**src/rtl/product_accumulator.sv**
```systemverilog
// Accumulates BATCH unsigned 8-bit products into one ACC_W-bit sum with a sticky overflow flag.
// Latency: result valid 1 cycle after the final accept; input stalls (in_ready=0) while a result is held.
module product_accumulator #(
    parameter int BATCH = 8,
    parameter int ACC_W = 12
) (
    input  logic             clk,
    input  logic             rst_n,
    input  logic             clear,
    input  logic             in_valid,
    input  logic [7:0]       in_product,
    output logic             in_ready,
    output logic             out_valid,
    input  logic             out_ready,
    output logic [ACC_W-1:0] out_sum,
    output logic             out_ovf,
    output logic [3:0]       count
);

    typedef enum logic {ACC = 1'b0, HOLD = 1'b1} state_t;

    state_t             r_state;
    logic [ACC_W-1:0]   r_acc;
    logic               r_ovf;
    logic [3:0]         r_count;
    logic [ACC_W-1:0]   r_sum;
    logic               r_out_ovf;

    logic               w_accept;
    logic               w_last;
    logic [ACC_W:0]     w_add;

    // One extra bit on the adder so the carry-out feeds the sticky overflow flag.
    assign w_add    = {1'b0, r_acc} + {{(ACC_W-7){1'b0}}, in_product};
    assign w_accept = in_valid && (r_state == ACC);
    assign w_last   = (r_count == 4'(BATCH - 1));

    always_ff @(posedge clk) begin
        if (!rst_n || clear) begin
            r_state   <= ACC;
            r_acc     <= '0;
            r_ovf     <= 1'b0;
            r_count   <= '0;
            r_sum     <= '0;
            r_out_ovf <= 1'b0;
        end else begin
            case (r_state)
                ACC: begin
                    if (w_accept) begin
                        if (w_last) begin
                            r_sum     <= w_add[ACC_W-1:0];
                            r_out_ovf <= r_ovf | w_add[ACC_W];
                            r_acc     <= '0;
                            r_ovf     <= 1'b0;
                            r_count   <= '0;
                            r_state   <= HOLD;
                        end else begin
                            r_acc     <= w_add[ACC_W-1:0];
                            r_ovf     <= r_ovf | w_add[ACC_W];
                            r_count   <= r_count + 4'd1;
                        end
                    end
                end
                HOLD: begin
                    if (out_ready) begin
                        r_state <= ACC;
                    end
                end
                default: r_state <= ACC;
            endcase
        end
    end

    // Handshake flags depend only on state, so neither valid nor ready has a combinational path.
    assign in_ready  = (r_state == ACC);
    assign out_valid = (r_state == HOLD);
    assign out_sum   = r_sum;
    assign out_ovf   = r_out_ovf;
    assign count     = r_count;

endmodule

```
**config.mk**
```make
export PLATFORM = sky130hd
export DESIGN_NAME = product_accumulator
export DESIGN_NICKNAME = d
export VERILOG_FILES = /design/src/rtl/product_accumulator.sv
export SDC_FILE = /design/constraint.sdc
export NUM_CORES = 1
export LEC_CHECK = 0
export CAP_MARGIN = 10
export CELL_PAD_IN_SITES_DETAIL_PLACEMENT = 2
export CELL_PAD_IN_SITES_GLOBAL_PLACEMENT = 2
export CORE_MARGIN = 8
export CORE_UTILIZATION = 30
export CTS_BUF_LIST = sky130_fd_sc_hd__clkbuf_16
export CTS_CLUSTER_SIZE = 16
export DETAILED_ROUTE_END_ITERATION = 8
export GPL_ROUTABILITY_DRIVEN = 0
export MAX_ROUTING_LAYER = met4
export PLACE_DENSITY_LB_ADDON = 0.1
export SLEW_MARGIN = 20
export SYNTH_ARGS = -nofsm -noshare
export SYNTH_HDL_FRONTEND = slang
export SYNTH_SLANG_ARGS = --single-unit
```
**constraint.sdc**
```tcl
create_clock -name clk -period 3 [get_ports clk]
set_input_delay 0.6 -clock clk [delete_from_list [all_inputs] [get_ports clk]]
set_output_delay 0.6 -clock clk [all_outputs]
set_load 0.005 [all_outputs]
```
==> results.md <==
- Synth warn: 0
- Kind of critical path: in2reg
- I/O Pins: 32
- Worst-path fanout max: 3
- CTS H-Tree Depth: 2
- Vias post-DR: 1,582
- GRT Util Overall: 0.150
- Setup TNS: 0 ns
- Row count: 26
- Overall overflow remaining after global route: 0
- Outcome: complete, no violations
- Final cycle utilization of the critical path: 0.908
- Syn_nets: 212
- Detailed Route Iter0 Violations: 43
- Number of synthesized flops with an enable pin: 0
- CTS Buf Count: 5
- Nets: 249
- Worst-Margin Slew: just over 0.6 ns
- Crit path arrival time: 2.89 ns
- Most frequent cells in the layout: dfxtp_1, clkdlybuf4s50_1, nand2_1
- Critical register-to-register path startpoint: r_acc[0]
- Final HPWL DP: 4080 um
- Pre-Repair DR Iteration Count: 4
- Yosys reg bits: 31
- Core ar.: 5140 um^2
- Pwr Total: slightly above 1 mW
- Post-CTS Hold Buffers: 0
- Cell count of the worst reg-to-reg path: 7
- Remaining antenna violation count after routing: 0
- R2R setup slack: 0.73 ns
- Achievable frequency: 367 MHz
- Fraction of power consumed by combinational cells: 0.112
- DRC Markers: 0
- Clock latency on the worst-skew pair: 0.28 ns
- Number of standard cells after synthesis: around 190
- Reported max-cap violation count: 0
- Required arrival time at the worst endpoint: between 3 and 4 ns
- Portion of total power attributed to the clock network: 0.470
- Maximum resistive drop on vdd: roughly 0.19 mV
- Number of stages on the worst hold path: 2
- Capture point of the worst reg-to-reg path: out_ovf
- Net Sw Frac: 0.243
- Total of cells resized after clock tree synthesis: 0
- CTS tree: built
- Clk_skew: 0.00535 ns
- Clock tree root buffer cell: clkbuf_16
- Mapped Area: between 1500 and 2000 um^2
- Post-layout min period: 2.72 ns
- Die height: roughly 89 um
- Unrepaired setup endpoints after global routing: false
- Max-slew violations: 0
- Layout Area Growth over Synthesis: 34.2%
- Full die area: just under 8000 um^2
- Hold path endpoint: out_sum[1]
- Port Buffers: 31
- Width of the die: 89.1 um
- Via count of the first global-routing pass: 1,747
- Final setup violation count: 0
- Sequential share of power: 0.418
- Cell-internal power: 766 uW
- Maximum root-to-sink buffer count: 2
- Initial antenna violation count: 0
- First-pass GRT wire length: 8780 um
- Commonest register cell after synthesis: dfxtp_1
- Startpoint of the lowest-slack hold path: out_sum[1]
- Leakage power figure: 0.795 nW
- TritonCTS Sinks: 31
- Clock transition time at the flip-flop clock pins of the worst setup and hold paths: approximately 0.05 ns
- Maximum number of pins on one net before global-route repair: 18
- Worst slew margin: 0.587
- Number of failing hold endpoints at the final stage: 0
- Routed wire length: roughly 5300 um
- Total inserted antenna cells: 0
- Synthesized area divided by synthesized cell count: roughly 8.5 um^2
- Endpoint type of the worst setup path: register
- Drt wl/cell: 17.8 um
- Type of the tightest min-delay check: reg2reg
- Initial standard-cell utilization of the core: 0.312
- Via density per instance: 5.33
- Buffers inserted by post-CTS timing repair: 0
- Sequential-to-total area share from yosys stat: 0.387
- Element type at the critical path start: input port
- NetSw: 245 uW
- Share of final-layout standard cells stronger than drive strength 1: 0.0837
- Post-synth cell types: 43
- Async set or reset register ratio after synthesis: 0
- Pwr/cell area: 470 nW/um^2
[critical path: stages]
cell	delay, ns
clkdlybuf4s50_1	0.42
ha_1	0.24
fa_1	0.41
a211oi_1	0.41
o211ai_1	0.20
and2_1	0.20
and3_1	0.18
o31a_1	0.23
[power groups by stage]
stage / registers [mW] / clock network (mW) / logic [mW]
after floorplan: 0.430 / 0 / 0.0694
after global placement: 0.431 / 0 / 0.110
after detailed placement: 0.431 / 0 / 0.113
after CTS: 0.422 / 0.489 / 0.115
after global routing: 0.423 / 0.504 / 0.125
final: 0.422 / 0.475 / 0.114
[per-stage QoR]
step                      std cells   util  instance area, um^2  hold slack (ns)  worst slack, ns
after floorplan                 189      -                 1600            0.429            0.638
after global placement          289  0.392                 2020            0.446           0.0895
after detailed placement        289  0.392                 2020            0.459          0.00144
after CTS                       297  0.419                 2150            0.469            0.285
after global routing            297  0.419                 2150            0.496            0.179
final                           297  0.419                 2150            0.463            0.276
[cells by family (layout without fill, tap and decap cells)]
kind of cell,Yosys count,in the layout,share of synthesized area
muxes,1,1,0.00624
and+or+nand+nor,77,77,0.232
xor gates and xnor gates,9,9,0.0491
AOI/OAI and AO/OA,49,49,0.209
buffers and inverters,12,50,0.0335
DFF,31,31,0.387
adders and majority gates,10,10,0.0827
[cell type report]
type,instances,area (um^2)
Sequential cell,31,621
Tap cell,70,87.6
Clock inverter,3,11.3
Fill cell,611,2990
Clock buffer,5,125
Timing Repair Buffer,38,363
Multi-Input combinational cell,146,930
Inverter,4,15.0
[cells in the mapped netlist, types with 2 or more instances]
library cell  instances  area, um^2
o21ai_0               7        35.0
and3_1                2        12.5
a22o_1                2        17.5
nand2b_1              3        18.8
o211ai_1              4        30.0
nand2_1              26        97.6
ha_1                  9         113
buf_2                 4        20.0
and2_1                2        12.5
inv_1                 4        15.0
a22oi_1               5        37.5
a21oi_1              18        90.1
nor2_1               18        67.6
nand3_1               8        40.0
xor2_1                7        61.3
dfxtp_1              31         621
nand4_1               7        43.8
a31oi_1               2        12.5
xnor2_1               2        17.5
clkbuf_1              2        7.51
nor3_1                3        15.0
a211oi_1              2        15.0
[registers in the layout, summed over array words and instances, names as in the netlist]
name	count
r_acc	12
out_ovf	1
out_valid	1
r_ovf	1
out_sum	12
count	4
[worst max path at each step]
stage / start / end / slack (ns) / depth (start not counted)
after floorplan: in_product[0] / out_ovf / 0.64 / 7
after global placement: in_product[0] / out_ovf / 0.09 / 8
after detailed placement: in_product[0] / out_ovf / 0.001 / 8
after CTS: in_product[0] / out_ovf / 0.29 / 8
after global routing: in_product[0] / out_sum[10] / 0.18 / 9
final: in_product[0] / out_ovf / 0.28 / 8
[per-layer routing]
layer | wire length (um) | track usage
met1 | 2270 | 0.160
met2 | 2790 | 0.261
met3 | 132 | 0.0322
met4 | 93 | 0.0634
met5 | 0 | -
Power figures use the tool's default switching activity.
